`src/rtl/mips_pkg.sv`:
```
// rtl/mips_pkg.sv - shared MEM-stage state encoding, control-field positions and helpers
package mips_pkg;

  localparam logic [1:0] ST_IDLE    = 2'd0;
  localparam logic [1:0] ST_WAIT_RD = 2'd1;
  localparam logic [1:0] ST_WAIT_WR = 2'd2;

  // WB = {regWrite, memToReg}
  localparam int WB_REG_WRITE  = 1;
  localparam int WB_MEM_TO_REG = 0;

  // MEM = {branch, memRead, memWrite}
  localparam int MEM_BRANCH = 2;
  localparam int MEM_READ   = 1;
  localparam int MEM_WRITE  = 0;

  function automatic logic word_aligned(input logic [1:0] addr_lsb);
    return addr_lsb == 2'b00;
  endfunction

endpackage

```
`src/rtl/mem_timeout_ctr.sv`:
```
// rtl/mem_timeout_ctr.sv - wait-cycle counter that flags the last allowed cycle before dmem_ack times out
module mem_timeout_ctr #(
  parameter int TIMEOUT = 255
) (
  input  logic clock,
  input  logic reset_n,
  input  logic clear,
  input  logic enable,
  output logic expired
);

  localparam int W = (TIMEOUT < 2) ? 1 : $clog2(TIMEOUT);
  localparam logic [W-1:0] LAST = W'(TIMEOUT - 1);

  logic [W-1:0] count;

  always_ff @(posedge clock or negedge reset_n) begin
    if (!reset_n) begin
      count <= '0;
    end else if (clear) begin
      count <= '0;
    end else if (enable && count != LAST) begin
      count <= count + 1'b1;
    end
  end

  // Expires during the TIMEOUT-th wait cycle so the stage gives up on that edge.
  assign expired = enable && (count == LAST);

endmodule

```
`src/rtl/mem_stage.sv`:
```
// rtl/mem_stage.sv - MIPS MEM stage: data-memory handshake, branch resolve and MEM/WB register
module mem_stage
  import mips_pkg::*;
#(
  parameter int TIMEOUT = 255
) (
  input  logic        clock,
  input  logic        reset_n,
  input  logic        in_valid,
  input  logic [31:0] addPc,
  input  logic [31:0] aluResult,
  input  logic        zero,
  input  logic [31:0] readData2,
  input  logic [4:0]  muxInst,
  input  logic [1:0]  WB,
  input  logic [2:0]  MEM,
  output logic        stall,
  output logic        pcSrc,
  output logic [31:0] branchTarget,
  output logic        dmem_req,
  output logic        dmem_we,
  output logic [31:0] dmem_addr,
  output logic [31:0] dmem_wdata,
  input  logic        dmem_ack,
  input  logic [31:0] dmem_rdata,
  output logic        out_valid,
  output logic [31:0] readDataOut,
  output logic [31:0] aluResultOut,
  output logic [4:0]  muxInstOut,
  output logic [1:0]  WBOut,
  output logic        err_timeout,
  output logic        err_misalign
);

  logic [1:0] state;
  logic       skip;
  logic [1:0] pend_wb;
  logic [4:0] pend_rd;
  logic       is_rd;
  logic       is_wr;
  logic       is_mem;
  logic       aligned;
  logic       fresh;
  logic       launch;
  logic       waiting;
  logic       expired;

  assign is_rd   = MEM[MEM_READ];
  assign is_wr   = MEM[MEM_WRITE];
  assign is_mem  = is_rd | is_wr;
  assign aligned = word_aligned(aluResult[1:0]);
  assign waiting = (state == ST_WAIT_RD) || (state == ST_WAIT_WR);

  // After a memory op retires, upstream is still presenting the bundle it held;
  // skip consumes that copy once instead of launching it a second time.
  assign fresh  = (state == ST_IDLE) && !skip && in_valid;
  assign launch = fresh && is_mem && aligned;
  assign stall  = reset_n && (waiting || launch);

  mem_timeout_ctr #(
    .TIMEOUT(TIMEOUT)
  ) u_timeout (
    .clock   (clock),
    .reset_n (reset_n),
    .clear   (launch),
    .enable  (waiting),
    .expired (expired)
  );

  always_ff @(posedge clock or negedge reset_n) begin
    if (!reset_n) begin
      state        <= ST_IDLE;
      skip         <= 1'b0;
      pend_wb      <= 2'b00;
      pend_rd      <= 5'd0;
      pcSrc        <= 1'b0;
      branchTarget <= 32'd0;
      dmem_req     <= 1'b0;
      dmem_we      <= 1'b0;
      dmem_addr    <= 32'd0;
      dmem_wdata   <= 32'd0;
      out_valid    <= 1'b0;
      readDataOut  <= 32'd0;
      aluResultOut <= 32'd0;
      muxInstOut   <= 5'd0;
      WBOut        <= 2'b00;
      err_timeout  <= 1'b0;
      err_misalign <= 1'b0;
    end else begin
      out_valid <= 1'b0;
      pcSrc     <= 1'b0;
      case (state)
        ST_IDLE: begin
          skip <= 1'b0;
          if (fresh) begin
            pcSrc        <= MEM[MEM_BRANCH] & zero;
            branchTarget <= addPc;
            if (!is_mem) begin
              out_valid    <= 1'b1;
              aluResultOut <= aluResult;
              muxInstOut   <= muxInst;
              WBOut        <= WB;
            end else if (!aligned) begin
              err_misalign <= 1'b1;
              out_valid    <= 1'b1;
              aluResultOut <= aluResult;
              muxInstOut   <= muxInst;
              WBOut        <= 2'b00;
            end else begin
              // A write wins when both memRead and memWrite are set.
              dmem_req   <= 1'b1;
              dmem_we    <= is_wr;
              dmem_addr  <= aluResult;
              dmem_wdata <= is_wr ? readData2 : 32'd0;
              pend_wb    <= WB;
              pend_rd    <= muxInst;
              state      <= is_wr ? ST_WAIT_WR : ST_WAIT_RD;
            end
          end
        end
        ST_WAIT_RD, ST_WAIT_WR: begin
          if (dmem_ack || expired) begin
            dmem_req     <= 1'b0;
            dmem_we      <= 1'b0;
            dmem_addr    <= 32'd0;
            dmem_wdata   <= 32'd0;
            out_valid    <= 1'b1;
            aluResultOut <= dmem_addr;
            muxInstOut   <= pend_rd;
            WBOut        <= dmem_ack ? pend_wb : 2'b00;
            if (dmem_ack && state == ST_WAIT_RD) begin
              readDataOut <= dmem_rdata;
            end
            if (!dmem_ack) begin
              err_timeout <= 1'b1;
            end
            skip  <= 1'b1;
            state <= ST_IDLE;
          end
        end
        default: begin
          state <= ST_IDLE;
        end
      endcase
    end
  end

endmodule

```
`config.mk`:
```
export PLATFORM = sky130hd
export DESIGN_NAME = mem_stage
export DESIGN_NICKNAME = d
export VERILOG_FILES = /design/src/rtl/mips_pkg.sv /design/src/rtl/mem_timeout_ctr.sv /design/src/rtl/mem_stage.sv
export SDC_FILE = /design/constraint.sdc
export NUM_CORES = 1
export LEC_CHECK = 0
export CAP_MARGIN = 20
export CORE_MARGIN = 1.5
export CORE_UTILIZATION = 39
export DETAILED_ROUTE_END_ITERATION = 16
export PLACE_DENSITY_LB_ADDON = 0.15
export SKIP_LAST_GASP = 1
export SLEW_MARGIN = 20
export SYNTH_ARGS = -nofsm -noshare
export SYNTH_HDL_FRONTEND = slang
export SYNTH_HIERARCHICAL = 1
export SYNTH_SLANG_ARGS = --single-unit
```
`constraint.sdc`:
```
create_clock -name clock -period 2.5 [get_ports clock]
set_input_delay 0.5 -clock clock [delete_from_list [all_inputs] [get_ports clock]]
set_output_delay 0.5 -clock clock [all_outputs]
set_load 0.005 [all_outputs]
```
* Word-level counts from Yosys, hierarchy flattened
Cells that the tools add are included.
Widths: inputs -> output; s select.
** Operators by class
- Muxes and demuxes :: 52
- Bitwise gates (word level) :: 4
- Reduce and logical (&&, ||, !) cells :: 26
- Add/subtract/negate cells :: 1
- Eq/ne operators :: 9
** Operator list (count)
- $mux 32 :: 12
- $pmux 32 s2 :: 3
- $mux 2 :: 10
- $mux 5 :: 4
- $mux 8 :: 2
- $reduce_and 4->1 :: 4
- $mux 1 :: 14
- $pmux 5 s2 :: 1
- $add 8x1->8 const B :: 1
- $eq 8x8->1 const B :: 1
- $logic_and 1x1->1 :: 8
- $ne 2x2->1 const B :: 4
- $ne 8x8->1 const B :: 1
- $pmux 1 s2 :: 4
- $pmux 2 s2 :: 2
- $reduce_and 3->1 :: 2
- $reduce_and 5->1 :: 1
- $logic_not 2->1 :: 2
- $reduce_and 2->1 :: 2
- $reduce_bool 2->1 :: 2
- $logic_or 1x1->1 :: 3
- $ne 3x3->1 const B :: 1
- $eq 2x1->1 const B :: 1
- $eq 2x2->1 const B :: 1
- 5 further kinds :: 6
** Word-level totals
- Bits in registers :: 191
- Output and inout port bits :: 174

* Depth between registers and ports, before layout
Gate-level depths: netlist of run 1.
- Depth in word-level cells :: 7
- Mapped depth :: 10
- Gate-level depth less buffers :: 8

* Hierarchy
The synthesis of run 1 kept the hierarchy.
** Modules (own cells, without submodules)
- mem_stage :: cells each 593, instances 1, area each 7357.1 um^2, seq. area each 4579.4 um^2
- mem_timeout_ctr :: cells each 50, instances 1, area each 509.2 um^2, seq. area each 200.2 um^2

* Least setup slack after synthesis of run 1
OpenSTA, ideal clock, no wires.
- Path type :: reg-to-reg
- Start point :: register u_timeout.count[0]
- End point :: register aluResultOut[21]
- Slack :: 0.093 ns
- Period minus slack after synthesis :: 2.407 ns
- Cell stages (with the launch flop) :: 11
- Data arrival time :: 2.282 ns
- Data required time :: 2.375 ns
- Path through :: dfrtp_1 inv_1 ha_1 and3_2 and3_2 nor2_1 and2_1 a21oi_1 buf_2 buf_2 mux2_2
** Between the ends
- Word-level cells in the longest chain between the ends :: 5
** RTL lines
- start: declaration :: RTL line mem_timeout_ctr.sv:15 : logic [W-1:0] count;
- start signal: assignment :: RTL line mem_timeout_ctr.sv:23 : count <= count + 1'b1;
- $eq 8x8->1 :: RTL line mem_timeout_ctr.sv:28 : assign expired = enable && (count == LAST);
- $logic_and 1x1->1 :: RTL line mem_timeout_ctr.sv:28
- net expired :: RTL line mem_stage.sv:46 : logic expired;
- $logic_or 1x1->1 :: RTL line mem_stage.sv:122 : if (dmem_ack || expired) begin
- $ne 2x2->1 (no line)
- $reduce_and 4->1 (no line)
- end signal: assignment :: RTL line mem_stage.sv:100 : aluResultOut <= aluResult;
- end signal: assignment :: RTL line mem_stage.sv:106 : aluResultOut <= aluResult;
- end signal: assignment :: RTL line mem_stage.sv:128 : aluResultOut <= dmem_addr;
- end: declaration :: RTL line mem_stage.sv:28 : output logic [31:0] aluResultOut,
The timed path passes the listed nets, and every way through them passes these cells.
A chain may end at the register's enable or synchronous reset.

* Worst setup path after layout of run 1
- Start point :: input port aluResult[0]
- End point :: output port stall
** Between the ends
- Word-level cells in the longest chain between the ends :: 4
** RTL lines
- start: declaration :: RTL line mem_stage.sv:11 : input logic [31:0] aluResult,
- $logic_not 2->1 :: RTL line mips_pkg.sv:18 : return addr_lsb == 2'b00;
- $logic_and 1x1->1 :: RTL line mem_stage.sv:57 : assign launch = fresh && is_mem && aligned;
- net launch :: RTL line mem_stage.sv:44 : logic launch;
- $logic_or 1x1->1 :: RTL line mem_stage.sv:58 : assign stall = reset_n && (waiting || launch);
- $logic_and 1x1->1 :: RTL line mem_stage.sv:58
- end: declaration :: RTL line mem_stage.sv:17 : output logic stall,
The timed path passes the listed nets, and every way through them passes these cells.

==> impl_metrics.ini, run 1 <==
[outcome]
status = complete, no violations

[route]
vias = 6032
drtIter0Drc = 266
viasPerCell = 4.82
route.detailed.drc = 0
post_drt_wl_per_cell_um = 16.7
first_pass_iters = 4
wl_mm = 20.9
drtAntennaViolNets = 0

[worst_setup_path]
arrival_ns = 1.82
crit_chain = clkdlybuf4s50_1, or2_4, or3_4, clkinv_1, o21a_1, buf_2
max_stage_delay_ns = 0.43
critPathCaptureType = output port
crit_buf_inv = 3
path_max_fanout = 2
cpMaxStageDelayCell = clkdlybuf4s50_1
cp_data_required_time_ns = 2.00
crit_type = in2out
worst_setup_path_start_kind = input port
cp_top_family = buffers and inverters

[sta]
finalSetupViolations = 0
rsz0062_at_grt = false
tightest_slew_ns = 0.939
hold_violations = 0
final_max_slew_viol_count = 0
fin_skew_ns = 0.00773
relSlewSlack_pct = 37.4
layout_min_cycle_time_ns = 2.32
fmax_mhz = 431
fin_crit_sh_pct = 92.8

[floorplan]
die_w_um = 145
rows = 51
start_util_pct = 40.0
core_um2 = 19700
die_y_um = 145
pin_count = 317
dieArea_um2 = 21000

[yosys]
synth_seq_area_share_pct = 60.8
yosysTopAreaCell = dfrtp_1
synth_edf_count = 0
yosysWarnings = 6
synthTopCellsByArea = dfrtp_1 61%, mux2_2 13%, nand2_1 7.4%, a22o_1 5.1%, o2bb2ai_1 2.0%
ys.flop_type = dfrtp_1
syn_inst = 643
synthArstFlopShare_pct = 100
synth_top_area_share_pct = 60.8
yosysUniqueCellTypes = 46
syn_nets = 791
ys_ff_latch = 191
netlist_area_um2 = 7870
synth_area_per_cell_um2 = 12.2

[power]
power_density_nw_per_um2 = 1240
peakVddDrop_v = 0.000618
p_leak_uw = 0.00544

[placement]
placed_cells = 1216
buffer_ports.inserted = 316
gp_congestion = 0.797
hpwl_mm = 14.5

[global_route]
overflow = 0
grt_antenna_before_repair = 0
grt_pass1_vias = 6150
grt_pass1_wl_mm = 33.6
gr-usage-all-layers_pct = 20.0
grt_max_degree = 117

[clock_network]
hold_buffers = 0
tritoncts = done
path_clk_slew_ns = 0.07
cts_made_buffers = 17
clk_latency_ns = 0.43
cts.sinks = 191
cts_root_buf = clkbuf_16
clock_path_buffers = 2
cts_max_level = 4

[job]
drv_cap = 0

[cells_and_area]
antenna_cells = 0
final_util_pct = 61.6
syn2layout_area_growth_pct = 53.8
layout_commonest_cell = clkdlybuf4s50_1
most-common-layout-cells = 313 x clkdlybuf4s50_1, 191 x dfrtp_1, 155 x nand2_1
fin_nets = 1122
fin_cells = 1252
drive_gt1_share_pct = 18.0

[min_path]
hold_class = in2async
[report_power, final]
part	switching (µW)	internal (µW)
combinational	2830	4340
clock	1230	1390
sequential	741	4440
[synthesized netlist by cell type, types with 6 or more instances]
| library cell | instances |
|---|---|
| a21oi_1 | 8 |
| a22o_1 | 46 |
| buf_2 | 10 |
| clkbuf_1 | 20 |
| dfrtp_1 | 191 |
| mux2_2 | 91 |
| nand2_1 | 155 |
| nand2b_1 | 19 |
| nor2_1 | 11 |
| o21ai_0 | 6 |
| o2bb2ai_1 | 18 |
[logic make-up (layout without fill, tap and decap cells)]
| group | Yosys count | in the layout | share of synthesized area [%] |
|---|---|---|---|
| AO/OA/AOI/OAI | 94 | 94 | 9.94 |
| adder cells (fa/ha/maj) | 5 | 5 | 0.795 |
| buffers and inverters | 45 | 389 | 2.93 |
| flip-flops | 191 | 191 | 60.8 |
| multiplexers | 93 | 93 | 13.4 |
| AND/OR/NAND/NOR | 215 | 215 | 12.2 |
[stage by stage]
step                hold slack [ns]  worst slack, ns  total power [µW]  TNS [ns]  cell area (µm²)
CTS                           0.238           0.0125             15200         0            12100
detailed placement            0.461           -0.376             12400    -19.00            11500
global placement              0.451           -0.362             12300    -16.82            11500
floorplan                     0.204           0.0932              8620         0             7870
finish                        0.186            0.180             15000         0            12100
global route                  0.233           0.0799             16000         0            12100
[registers in the layout, summed over array words and instances (netlist names), 2 cells and up]
name	cells
muxInstOut	5
u_timeout/count	8
aluResultOut	32
pend_wb	2
pend_rd	5
branchTarget	32
state	2
dmem_wdata	32
WBOut	2
readDataOut	32
dmem_addr	32
[path summary, 6_finish.rpt]
check	slack (ns)	startpoint	cells past startpoint	endpoint
max in group asynchronous	1.53	reset_n	2	branchTarget[1]
worst min-delay path	0.19	reset_n	2	state[1]
worst min register to register	0.47	branchTarget[5]	2	branchTarget[5]
min in group clock	0.40	aluResult[1]	2	dmem_addr[1]
worst max register to register	0.22	u_timeout/count[0]	9	dmem_addr[19]
worst max-delay path	0.18	aluResult[0]	6	stall
[layout make-up]
type	instances	area [µm²]
inverters	6	22.5
clock inverters	14	135
fillers	1634	7550
flip-flops and latches	191	4780
repair buffers	351	3510
multi-input cells	407	2890
well taps	265	332
clock buffers	18	429
[routing by layer]
| metal | global-route usage [%] | wire length [µm] | vias up |
|---|---|---|---|
| met1 | 25.3 | 8930 | 2919 |
| met3 | 8.05 | 1680 | 26 |
| met5 | 0 | 0 | - |
| li1 | - | - | 2888 |
| met4 | 6.55 | 424 | 0 |
| met2 | 31.3 | 9850 | 199 |
[worst reg2reg max path: stages (launching register included)]
cell and delay (ns):
dfrtp_1 0.38, inv_1 0.07, ha_1 0.18, and3_2 0.20
and3_2 0.20, nor2_1 0.07, and2_1 0.22, a211o_2 0.37
buf_12 0.20, a22o_1 0.29
[timing repair]
| item | 4_1_cts | 5_1_grt |
|---|---|---|
| gates resized for setup | 6 | 3 |
| pin swaps | 1 | 0 |
| endpoints found under the setup margin | 1 | 1 |
| buffers inserted | 1 | 3 |
| gates cloned | 0 | 0 |
Note: power is estimated with default switching activity, not from simulation.
==> inputs of run 2 (changes only) <==
--- a/config.mk
+++ b/config.mk
@@ -6,8 +6,9 @@
 export NUM_CORES = 1
 export LEC_CHECK = 0
 export CAP_MARGIN = 20
-export CORE_MARGIN = 1.5
+export CORE_MARGIN = 2
 export CORE_UTILIZATION = 39
+export CTS_CLUSTER_SIZE = 40
 export DETAILED_ROUTE_END_ITERATION = 16
 export PLACE_DENSITY_LB_ADDON = 0.15
 export SKIP_LAST_GASP = 1
==> run 2 against run 1 <==
Fmax shrank 2.3%. Highest routed layer unchanged. Largest power group unchanged. Routed wire length grew 0.52%. Critical path depth is the same. Hold slack better by 0.068 ns.
==> impl_metrics.ini, run 2 (same netlist as run 1, synthesis figures left out) <==
[sta]
fmax_mhz = 421
fin_skew_ns = 0.0111
finalSetupTns_ns = 0
final_max_slew_viol_count = 0
relSlewSlack_pct = 52.0
hold_violations = 0
layout_min_cycle_time_ns = 2.37
finalSetupViolations = 0
rsz0062_at_grt = false
fin_crit_sh_pct = 95.0
whs_ns = 0.254
tightest_slew_ns = 0.720

[clock_network]
hold_buffers = 0
clk_latency_ns = 0.43
cts_max_level = 4
cts.sinks = 191
cts_made_buffers = 17
clock_path_buffers = 2
path_clk_slew_ns = 0.07
cts_root_buf = clkbuf_16
tritoncts = done

[worst_setup_path]
critPathCaptureType = output port
crit_type = in2out
cp_data_required_time_ns = 2.00
path_max_fanout = 2
reg2reg_slack_ns = 0.20
arrival_ns = 1.87
worst_setup_path_start_kind = input port

[cells_and_area]
layout_commonest_cell = clkdlybuf4s50_1
design_area_um2 = 12100
fin_nets = 1120
antenna_cells = 0
drive_gt1_share_pct = 17.9
final_util_pct = 61.8
most-common-layout-cells = 314 x clkdlybuf4s50_1, 191 x dfrtp_1, 155 x nand2_1
syn2layout_area_growth_pct = 54.3

[floorplan]
dieArea_um2 = 21300
core_um2 = 19700
start_util_pct = 40.0
pin_count = 317
rows = 51
die_w_um = 146
die_y_um = 146

[placement]
postPlaceCellArea_um2 = 11500
hpwl_mm = 14.6
buffer_ports.inserted = 316
gp_congestion = 0.792

[global_route]
grt_pass1_wl_mm = 33.7
gr-usage-all-layers_pct = 19.7
grt_max_degree = 133
grt_pass1_vias = 6198
grt_antenna_before_repair = 0
overflow = 0

[power]
power_frac_clock_pct = 18.4
p_sw_share_pct = 31.5
p_int_uw = 10400
p_leak_uw = 0.00545
p_comb_share_pct = 47.2
pwr-share-seq_pct = 34.4
peakVddDrop_v = 0.000674
power_density_nw_per_um2 = 1250
switchingPower_uw = 4770

[route]
route.detailed.drc = 0
drtAntennaViolNets = 0
drtIter0Drc = 231
viasPerCell = 4.83
first_pass_iters = 4
post_drt_wl_per_cell_um = 16.8
vias = 6035
wl_mm = 21.0

[outcome]
status = complete, no violations

[job]
drv_cap = 0

[min_path]
hold_class = in2async
## run 2: stage by stage
stage	instances	worst slack, ns	power (µW)
3_5_place_dp	1216	-0.371	12400
2_1_floorplan	643	0.0932	8620
4_1_cts	1248	0.00959	15400
3_3_place_gp	1216	-0.331	12400
6_report	1249	0.126	15100
5_1_grt	1249	0.0604	16100
## run 2: worst max-delay path, cell delays in order
cell	delay (ns)
clkdlybuf4s50_1	0.43
or2_4	0.28
or3_4	0.35
clkinv_1	0.08
o21a_1	0.11
buf_2	0.13
## run 2: worst paths after layout
path | startpoint | endpoint | depth (start not counted)
worst max-delay path | aluResult[1] | stall | 6
worst min register to register | pend_rd[1] | pend_rd[1] | 2
min in group clock | pend_rd[1] | pend_rd[1] | 2
max in group asynchronous | reset_n | readDataOut[10] | 2
worst max register to register | u_timeout/count[0] | dmem_wdata[0] | 9
worst min-delay path | reset_n | muxInstOut[4] | 2
## run 2: layer usage
layer  vias up  global-route usage, %  routed length, µm
li1       2886                      -                  -
met1      2917                   24.4               8850
met2       205                   31.6               9770
met3        27                   8.06               1940
met4         0                   6.31                435
met5         -                      0                  0
## run 2: cell type report
type	count	area (µm²)
fill	1701	7520
inverter	6	22.5
clock buffer	21	480
clock inverter	10	125
sequential	191	4780
multi-input combinational	407	2890
timing repair buffer	349	3510
tap	265	332
## run 2: power groups by stage
stage | Sequential, µW | Combinational [µW] | Clock (µW)
6_report | 5210 | 7150 | 2790
5_1_grt | 5400 | 7760 | 2980
4_1_cts | 5220 | 7260 | 2870
3_5_place_dp | 5240 | 7210 | 0
3_3_place_gp | 5220 | 7130 | 0
2_1_floorplan | 5280 | 3340 | 0
## run 2: repair_timing
item / CTS / global route
gates resized for setup: 7 / 1
setup endpoints to repair: 1 / 1
buffers inserted: 1 / 1
pin swaps: 1 / 0
